**config.mk**
```make
export PLATFORM = sky130hd
export DESIGN_NAME = fft_frame_ctrl
export DESIGN_NICKNAME = d
export VERILOG_FILES = /design/src/rtl/fft_frame_ctrl.sv
export SDC_FILE = /design/constraint.sdc
export NUM_CORES = 1
export LEC_CHECK = 0
export ABC_AREA = 0
export BUFFER_PORTS_ARGS = -buffer_cell sky130_fd_sc_hd__buf_2
export CORE_MARGIN = 4
export CORE_UTILIZATION = 35
export DETAILED_ROUTE_END_ITERATION = 8
export MAX_ROUTING_LAYER = met4
export PLACE_DENSITY_LB_ADDON = 0.15
export SYNTH_ARGS = -nofsm -noshare
export SYNTH_HDL_FRONTEND = slang
export SYNTH_SLANG_ARGS = --single-unit
```
**constraint.sdc**
```tcl
create_clock -name clock -period 6.1 [get_ports clock]
set_clock_uncertainty 0.2 [all_clocks]
set_input_delay 0.305 -clock clock [delete_from_list [all_inputs] [get_ports clock]]
set_output_delay 0.305 -clock clock [all_outputs]
set_load 0.02 [all_outputs]
```
**src/rtl/fft_frame_ctrl.sv**
```systemverilog
// FFT frame controller: IDLE/FILL buffer N upstream samples, ISSUE streams them
// to the core without gaps, DRAIN tags core results with frame position.
module fft_frame_ctrl #(
    parameter int WIDTH   = 32,
    parameter int N       = 16,
    parameter int TIMEOUT = 256
) (
    input  logic                 clock,
    input  logic                 reset,
    input  logic                 s_valid,
    output logic                 s_ready,
    input  logic [WIDTH-1:0]     s_real,
    input  logic [WIDTH-1:0]     s_imag,
    output logic                 core_input_en,
    output logic [WIDTH-1:0]     core_input_real,
    output logic [WIDTH-1:0]     core_input_imag,
    input  logic                 core_output_en,
    input  logic [WIDTH-1:0]     core_output_real,
    input  logic [WIDTH-1:0]     core_output_imag,
    output logic                 m_valid,
    output logic [WIDTH-1:0]     m_real,
    output logic [WIDTH-1:0]     m_imag,
    output logic [$clog2(N)-1:0] m_index,
    output logic                 m_first,
    output logic                 m_last,
    output logic                 busy,
    output logic [15:0]          frame_count,
    output logic                 err_timeout,
    output logic                 err_spurious
);
    localparam int IW = $clog2(N);
    localparam int TW = $clog2(TIMEOUT + 1);
    localparam logic [IW-1:0] LAST_IDX = IW'(N - 1);
    localparam logic [TW-1:0] IDLE_LAST = TW'(TIMEOUT - 1);

    typedef enum logic [1:0] {IDLE, FILL, ISSUE, DRAIN} state_t;

    state_t          state, state_next;
    logic [IW-1:0]   wr_cnt, rd_cnt, out_cnt;
    logic [TW-1:0]   idle_cnt;
    logic [WIDTH-1:0] buf_real [N];
    logic [WIDTH-1:0] buf_imag [N];
    logic            accept;
    logic [IW-1:0]   wr_addr;

    always_ff @(posedge clock) begin
        if (reset) state <= IDLE;
        else       state <= state_next;
    end

    always_comb begin
        state_next      = state;
        s_ready         = 1'b0;
        busy            = 1'b1;
        core_input_en   = 1'b0;
        core_input_real = '0;
        core_input_imag = '0;
        case (state)
            IDLE: begin
                s_ready = 1'b1;
                busy    = 1'b0;
                if (s_valid) state_next = FILL;
            end
            FILL: begin
                s_ready = 1'b1;
                if (s_valid && wr_cnt == LAST_IDX) state_next = ISSUE;
            end
            ISSUE: begin
                core_input_en   = 1'b1;
                core_input_real = buf_real[rd_cnt];
                core_input_imag = buf_imag[rd_cnt];
                if (rd_cnt == LAST_IDX) state_next = DRAIN;
            end
            DRAIN: begin
                if (core_output_en) begin
                    if (out_cnt == LAST_IDX) state_next = IDLE;
                end else if (idle_cnt == IDLE_LAST) begin
                    state_next = IDLE;
                end
            end
            default: state_next = IDLE;
        endcase
    end

    assign accept  = s_valid && s_ready;
    assign wr_addr = (state == IDLE) ? '0 : wr_cnt;

    // Sample storage carries no reset; contents are irrelevant until refilled.
    always_ff @(posedge clock) begin
        if (accept) begin
            buf_real[wr_addr] <= s_real;
            buf_imag[wr_addr] <= s_imag;
        end
    end

    always_ff @(posedge clock) begin
        if (reset) begin
            wr_cnt       <= '0;
            rd_cnt       <= '0;
            out_cnt      <= '0;
            idle_cnt     <= '0;
            m_valid      <= 1'b0;
            m_real       <= '0;
            m_imag       <= '0;
            m_index      <= '0;
            m_first      <= 1'b0;
            m_last       <= 1'b0;
            frame_count  <= '0;
            err_timeout  <= 1'b0;
            err_spurious <= 1'b0;
        end else begin
            m_valid <= 1'b0;
            m_first <= 1'b0;
            m_last  <= 1'b0;
            if (core_output_en && state != DRAIN) err_spurious <= 1'b1;
            case (state)
                IDLE: begin
                    if (s_valid) wr_cnt <= IW'(1);
                end
                FILL: begin
                    if (s_valid) begin
                        wr_cnt <= wr_cnt + 1'b1;
                        if (wr_cnt == LAST_IDX) rd_cnt <= '0;
                    end
                end
                ISSUE: begin
                    rd_cnt <= rd_cnt + 1'b1;
                    if (rd_cnt == LAST_IDX) begin
                        out_cnt  <= '0;
                        idle_cnt <= '0;
                    end
                end
                DRAIN: begin
                    if (core_output_en) begin
                        m_valid  <= 1'b1;
                        m_real   <= core_output_real;
                        m_imag   <= core_output_imag;
                        m_index  <= out_cnt;
                        m_first  <= (out_cnt == '0);
                        m_last   <= (out_cnt == LAST_IDX);
                        out_cnt  <= out_cnt + 1'b1;
                        idle_cnt <= '0;
                        if (out_cnt == LAST_IDX) frame_count <= frame_count + 16'd1;
                    end else if (idle_cnt == IDLE_LAST) begin
                        err_timeout <= 1'b1;
                    end else begin
                        idle_cnt <= idle_cnt + 1'b1;
                    end
                end
                default: ;
            endcase
        end
    end
endmodule

```
==> results of run 1 <==
[power by group through the flow]
stage	combinational (mW)	clock (mW)	sequential (mW)
after global placement	2.64	0	8.91
after global routing	2.93	7.91	8.77
after floorplan	1.87	0	8.93
final	2.71	7.36	8.75
after CTS	2.75	7.55	8.75
after detailed placement	2.68	0	8.92
[worst max-delay path by stage]
stage / start / slack, ns / to / depth (start not counted)
2_1_floorplan: state[1]$_SDFFE_PP0P_ / 1.44 / buf_imag[7][0]$_DFFE_PP_ / 7
3_3_place_gp: state[1]$_SDFFE_PP0P_ / 2.41 / buf_imag[1][0]$_DFFE_PP_ / 7
3_5_place_dp: state[1]$_SDFFE_PP0P_ / 2.34 / buf_imag[1][28]$_DFFE_PP_ / 7
4_1_cts: register / 1.70 / core_input_real[31] / 6
5_1_grt: state[0]$_SDFFE_PP0P_ / 1.52 / core_input_real[28] / 6
6_report: register / 1.86 / core_input_real[20] / 6
[area by class of cell]
| type | instances | area [µm²] | area share |
|---|---|---|---|
| diodes | 12 | 30.03 | 0.0005693 |
| inverters | 19 | 71.32 | 0.001352 |
| repair buffers | 461 | 3283 | 0.06225 |
| multi-input cells | 1343 | 10220 | 0.1937 |
| clock inverters | 80 | 912.1 | 0.01729 |
| clock buffers | 142 | 3105 | 0.05888 |
| flip-flops and latches | 1140 | 33080 | 0.6271 |
| well taps | 1637 | 2048 | 0.03883 |
[metrics by stage]
stage	setup WS, ns	utilization
3_3_place_gp	2.409	0.3813
6_report	1.861	0.4244
5_1_grt	1.515	0.4243
2_1_floorplan	1.440	-
3_5_place_dp	2.343	0.3813
4_1_cts	1.696	0.4241
[cell families after synthesis]
logic type	count (synthesis)	synth area share
adder cells (fa/ha/maj)	12	0.003415
flip-flops	1140	0.7522
AND/OR/NAND/NOR	379	0.03645
multiplexers	494	0.1191
XOR/XNOR	9	0.001793
AO/OA/AOI/OAI	449	0.06790
buffers and inverters	182	0.01918
[synth_stat cells (2+ instances only)]
cell type / n
or2_1: 2
or3_1: 6
a211oi_1: 7
nor2b_1: 5
or4_1: 6
a221oi_1: 23
buf_1: 7
ha_1: 12
a21oi_1: 94
xor2_1: 2
o22ai_1: 41
and4_1: 3
nand4_1: 8
clkbuf_1: 87
buf_4: 22
mux4_2: 23
nand3_1: 18
nand3b_1: 4
dfxtp_1: 116
buf_6: 3
nor2_1: 48
nor4_1: 2
edfxtp_1: 1024
buf_2: 43
o21ai_0: 56
nand2_1: 261
or2_2: 2
a22oi_1: 212
xnor2_1: 7
inv_1: 19
mux2i_1: 468
o31ai_1: 7
mux2_2: 3
and2_1: 2
nand2b_1: 2
a32oi_1: 2
nor3_1: 4
[worst register-to-register path, stage by stage (launching register included)]
cell and delay [ns]:
dfxtp_1 0.33, inv_1 0.12, ha_1 0.44, nand2_1 0.14
nor2_1 0.20, nand3b_1 0.34, nor2_4 1.00, buf_4 0.59
[metal layers]
metal	share of wire	vias up	global-route usage
met3	0.047	165	0.02985
met4	0.022	0	0.04781
li1	-	11290	-
met1	0.44	12810	0.2326
met2	0.49	587	0.2882
met5	0	-	-
[registers in the layout (all words and copies together) (netlist names), named ones only]
register and flops:
out_cnt 4, buf_imag 512, frame_count 16, m_valid 1
m_first 1, buf_real 512, err_spurious 1, m_last 1
state 2, wr_cnt 4, m_real 32, rd_cnt 4
m_imag 32, err_timeout 1, idle_cnt 9, m_index 4
[cell usage in the layout (no fill, tap or decap), types with 31 or more instances in the layout]
cell type,synthesis,final
a21oi_1,94,94
a22oi_1,212,212
buf_2,43,286
clkbuf_16,0,120
dfxtp_1,116,114
dlygate4sd3_1,0,130
edfxtp_1,1024,1024
mux2i_1,468,468
nand2_1,261,259
nor2_1,48,31
o21ai_0,56,56
o22ai_1,41,41
==> reports/metrics.cfg, run 1 <==
[routing]
routed_wl_um = 116000
vias_per_cell = 5.142
final_antenna_net_count = 0
drtIter0Drc = 1863
dr.pass1.iters = 5
drc = 0
routed-via-count = 24860
wl_per_cell_um = 24.00

[timing]
timing.final.crit_period_ns = 4.239
worst_slew_pin_slew_ns = 1.253
setup_viol = 0
relSlewSlack = 0.1615
tns_ns = 0
rsz0062_at_grt = false
hold_violations = 0
drv_slew = 0
fin_hold_ws_ns = 0.1051
fin_crit_sh = 0.6949
fmax_mhz = 235.9

[final_layout]
nets = 3229
drive_gt1_frac = 0.1777
area_delta_synth_final_pct = 19.96
fin_cells = 4834
fillers = 11120
fin_area_um2 = 52740

[setup_path]
r2r-start = state[1]$_SDFFE_PP0P_
end_kind = output port
crit_chain = and2_4 > buf_4 > a22oi_1 > nand2_1 > o21ai_0 > buf_2
arrival_ns = 3.73
worstPathRequired_ns = 5.59
rr_endpoint = buf_real[1][4]$_DFFE_PP_
crit_path_start_kind = register
rrSetupSlack_ns = 2.37
worstPathBufferInverterCount = 2
cp_max_fo = 58
worst-setup-path-type = reg2out
max_stage_delay_ns = 0.94
cp_slowest_cell = and2_4
cp_top_family = simple AND/OR/NAND/NOR gates
rr_worst_depth = 7

[clock_network]
numCtsBuffers = 120
cts_setup_buffers = 0
cts_tree = built
cts-root-buf = clkbuf_16
cts-htree-levels = 3
cts_resized = 0
clk_latency_ns = 0.69
holdBufCountCts = 130
cts_buffer_depth = 3
cts.sinks = 1140
cts.clk_slew.worst_paths_ns = 0.06

[synthesis]
synth_ff_type = edfxtp_1
synth.area.top_cells = edfxtp_1, mux2i_1, dfxtp_1, a22oi_1, nand2_1
ys_types = 51
yosys.area.top_type = edfxtp_1
ys_seq_elements = 1140
avgSynthCellArea_um2 = 16.50
netlist.area_leader.share = 0.6994
ys_warn_count = 0
syn-num-nets = 2809
synthCells = 2665
synth_edf_count = 1024
ys_seq_area_frac = 0.7522
synth.cell_area_um2 = 43970
async_flop_share = 0

[grt]
grt_max_degree = 107
grt_pass1_vias = 25880
grt_usage = 0.1776
antenna_found_initial = 9
grt-ovfl-total = 0
grt_pass1_wl_um = 170100

[power_and_ir_drop]
finalPower_mw = 18.82
peakVddDrop_uv = 229.7
p_leak_nw = 16.88
switching_share = 0.2543
p_sw_mw = 4.786
p_int_mw = 14.03
clkPwrFrac = 0.391
combPwrFrac = 0.144
power_frac_seq = 0.465
power_density_nw_per_um2 = 356.8

[floorplanning]
dieArea_um2 = 131400
start_util = 0.3538
die_h_um = 362.4
core_um2 = 124300
die_width_um = 362.4
io_pins = 288
rows = 129

[hold_path]
min_from = reset
min_to = frame_count[3]$_SDFFE_PP0P_
hold_path_class = in2reg
hold_depth = 2

[placed_design]
placedInstanceArea_um2 = 47390
place_congestion = 0.7384
hpwl_um = 60020
dp.cells = 4470
io_buffers = 287

[run]
cap_violations = 0

[status]
status = completed

No activity file was read; power rests on OpenSTA's default activity.
==> inputs of run 2 (changes only) <==
--- a/config.mk
+++ b/config.mk
@@ -5,7 +5,7 @@
 export SDC_FILE = /design/constraint.sdc
 export NUM_CORES = 1
 export LEC_CHECK = 0
-export ABC_AREA = 0
+export ABC_AREA = 1
 export BUFFER_PORTS_ARGS = -buffer_cell sky130_fd_sc_hd__buf_2
 export CORE_MARGIN = 4
 export CORE_UTILIZATION = 35
==> constraint.sdc (replaced) <==
create_clock -name clock -period 4.3 [get_ports clock]
set_clock_uncertainty 0.2 [all_clocks]
set_input_delay 0.215 -clock clock [delete_from_list [all_inputs] [get_ports clock]]
set_output_delay 0.215 -clock clock [all_outputs]
set_load 0.02 [all_outputs]
==> reports/metrics.cfg, run 2 <==
[floorplanning]
die_h_um = 377.3  ; was 362.4 µm
core_um2 = 135500  ; was 124300 µm²
die_width_um = 377.3  ; was 362.4 µm
start_util = 0.3524  ; was 0.3538
rows = 135  ; was 129
dieArea_um2 = 142400  ; was 131400 µm²
io_pins = 288  ; unchanged

[placed_design]
place_congestion = 0.7556  ; was 0.7384
io_buffers = 287  ; unchanged
post-place-ws_ns = 1.195  ; was 2.343 ns
dp.cells = 6538  ; was 4470
hpwl_um = 71050  ; was 60020 µm
placedInstanceArea_um2 = 51210  ; was 47390 µm²

[routing]
routed-via-count = 32840  ; was 24.86k
routed_wl_um = 133400  ; was 116000 µm
wl_per_cell_um = 19.18  ; was 24.00 µm
dr.pass1.iters = 7  ; was 5
vias_per_cell = 4.722  ; was 5.142
drtIter0Drc = 2374  ; was 1863
final_antenna_net_count = 0  ; unchanged
drc = 0  ; unchanged

[grt]
antenna_found_initial = 5  ; was 9
grt-ovfl-total = 0  ; unchanged
grt_pass1_wl_um = 200400  ; was 170100 µm
grt_usage = 0.1907  ; was 0.1776
grt_max_degree = 230  ; was 107
grt_pass1_vias = 31860  ; was 25.88k

[clock_network]
cts.sinks = 1140  ; unchanged
cts.clk_slew.worst_paths_ns = 0.06  ; about the same
cts-root-buf = clkbuf_16  ; unchanged
cts_tree = built  ; unchanged
cts_buffer_depth = 3  ; unchanged
clk_latency_ns = 0.75  ; was 0.69 ns
cts-htree-levels = 4  ; was 3
numCtsBuffers = 132  ; was 120

[synthesis]
ys_types = 32  ; was 51
synthAdderAreaFrac = 0.003145  ; was 0.003415
yosys.area.top_type = edfxtp_1  ; unchanged
async_flop_share = 0  ; unchanged
ys_seq_area_frac = 0.6928  ; was 0.7522
synth_edf_count = 1024  ; unchanged
netlist.area_leader.share = 0.6441  ; was 0.6994
synthCells = 4642  ; was 2665
synth.cell_area_um2 = 47740  ; was 43970 µm²
avgSynthCellArea_um2 = 10.28  ; was 16.50 µm²
synth_ff_type = edfxtp_1  ; unchanged
ys_seq_elements = 1140  ; unchanged
ys_warn_count = 0  ; unchanged
synth_top_family_by_area = simple AND/OR/NAND/NOR gates  ; was multiplexers
synthMostInstantiatedCell = nand2_1  ; was edfxtp_1
muxShareOfSynthArea = 0  ; was 0.1191
yosys.area_share.simple = 0.2157  ; was 0.03645
synth_compound_gate_area_share = 0.01892  ; was 0.06790
synth_common_cells = nand2_1, edfxtp_1, nand3_1, inv_1, nor2_1  ; was edfxtp_1, mux2i_1, nand2_1, a22oi_1, dfxtp_1
syn-num-nets = 4786  ; was 2809
synth_xor_xnor_area_share = 0.001101  ; was 0.001793
synth.area.top_cells = edfxtp_1, nand2_1, nand3_1, dfxtp_1, inv_1  ; was edfxtp_1, mux2i_1, dfxtp_1, a22oi_1, nand2_1

[timing]
setup_viol = 0  ; unchanged
tns_ns = 0  ; unchanged
relSlewSlack = 0.2863  ; was 0.1615
timing.final.crit_period_ns = 3.838
worst_slew_pin_slew_ns = 1.071  ; was 1.253 ns
setup_ws_ns = 0.4622  ; was 1.861 ns
rsz0062_at_grt = false  ; unchanged
drv_slew = 0  ; unchanged
hold_violations = 0  ; unchanged
fmax_mhz = 260.6
fin_crit_sh = 0.8925
fin_hold_ws_ns = 0.07188  ; was 0.1051 ns

[power_and_ir_drop]
power_frac_seq = 0.441  ; was 0.465
p_int_mw = 20.26  ; was 14.03 mW
peakVddDrop_uv = 416.6  ; was 229.7 µV
p_leak_nw = 23.55  ; was 16.88 nW
finalPower_mw = 28.55  ; was 18.82 mW
p_sw_mw = 8.298  ; was 4.786 mW
switching_share = 0.2906  ; was 0.2543
power_density_nw_per_um2 = 499.8  ; was 356.8 nW/µm²
combPwrFrac = 0.182  ; was 0.144
clkPwrFrac = 0.377  ; was 0.391

[setup_path]
end_kind = output port  ; unchanged
worst-setup-path-type = reg2out  ; unchanged
worstPathRequired_ns = 3.88  ; was 5.59 ns
crit_path_start_kind = register  ; unchanged
cp_max_fo = 229  ; was 58
rr_worst_depth = 9  ; was 7
rrSetupSlack_ns = 1.17  ; was 2.37 ns
crit_end = core_input_imag[6]  ; was core_input_real[20]
r2r-start = state[1]$_SDFFE_PP0P_  ; unchanged
rr_endpoint = buf_real[11][6]$_DFFE_PP_  ; was buf_real[1][4]$_DFFE_PP_
arrival_ns = 3.42  ; was 3.73 ns

[final_layout]
finish.utilization = 0.4217  ; was 0.4244
fin_area_um2 = 57130  ; was 52740 µm²
final_cell_mix = nand2_1, edfxtp_1, nand3_1  ; was edfxtp_1, mux2i_1, buf_2
area_delta_synth_final_pct = 19.67  ; was 19.96%
reg_top3 = buf_imag x512, buf_real x512  ; unchanged
fin_cells = 6955  ; was 4834
drive_gt1_frac = 0.1103  ; was 0.1777
final_common_cell = nand2_1  ; was edfxtp_1
nets = 5215  ; was 3229
fillers = 12920  ; was 11.12k

[hold_path]
hold_path_class = in2reg  ; unchanged
hold_depth = 4  ; was 2

[status]
status = completed  ; unchanged

[run]
cap_violations = 0  ; unchanged

## run 2: repair_timing
item | CTS | global route
endpoints found under the hold margin | 1136 | 0
endpoints found under the setup margin | 0 | 0
hold buffers | 180 | 0
resized for setup | 0 | 0
setup buffers | 0 | 0
## run 2: cell families (layout without fill, tap and decap cells)
logic type / Yosys count / after routing
adders and majority gates: 12 / 12
other: 0 / 4
buffers and inverters: 805 / 1333
AOI/OAI and AO/OA: 179 / 179
DFF: 1140 / 1140
xor gates and xnor gates: 6 / 6
and+or+nand+nor: 2500 / 2500
## run 2: layout make-up
class,instances,area (µm²),share of cell area
antenna,4,10.01,0.0001752
clock buffer,176,3595,0.06292
clock inverter,57,515.5,0.009024
inverter,561,2140,0.03745
multi-input combinational,2697,11520,0.2017
sequential,1140,33090,0.5792
tap,1781,2228,0.03901
timing repair buffer,539,4029,0.07052
## run 2: how the worst min path moves through the flow
| stage | endpoint | start |
|---|---|---|
| CTS | m_imag[9]$_SDFFE_PP0P_ | core_output_imag[9] |
| detailed placement | err_timeout$_SDFFE_PP0P_ | err_timeout$_SDFFE_PP0P_ |
| global placement | err_timeout$_SDFFE_PP0P_ | err_timeout$_SDFFE_PP0P_ |
| floorplan | buf_imag[0][0]$_DFFE_PP_ | s_imag[0] |
| finish | m_imag[22]$_SDFFE_PP0P_ | core_output_imag[22] |
| global route | m_imag[22]$_SDFFE_PP0P_ | core_output_imag[22] |
## run 2: power groups by stage
| stage | registers, mW | clock network, mW | logic, mW |
|---|---|---|---|
| 2_1_floorplan | 12.9 | 0 | 3.44 |
| 3_3_place_gp | 12.8 | 0 | 5.12 |
| 3_5_place_dp | 12.8 | 0 | 5.13 |
| 4_1_cts | 12.6 | 11.0 | 5.29 |
| 5_1_grt | 12.6 | 11.5 | 5.88 |
| 6_report | 12.6 | 10.8 | 5.21 |
## run 2: layer usage
layer | GRT usage | part of all wire | vias up
li1 | - | - | 16060
met4 | 0.04915 | 0.021 | 0
met5 | - | 0 | -
met1 | 0.2519 | 0.46 | 15930
met2 | 0.3077 | 0.48 | 661
met3 | 0.03130 | 0.042 | 187
## run 2: critical path, cell delays in order, from the launching register on
cell and delay [ns]:
dfxtp_4 0.47, inv_16 0.60, buf_4 0.45, nand2_1 0.09
nand2_1 0.07, nand2_1 0.05, nand3_1 0.11, nand3_1 0.14
a21oi_1 0.25, buf_2 0.22
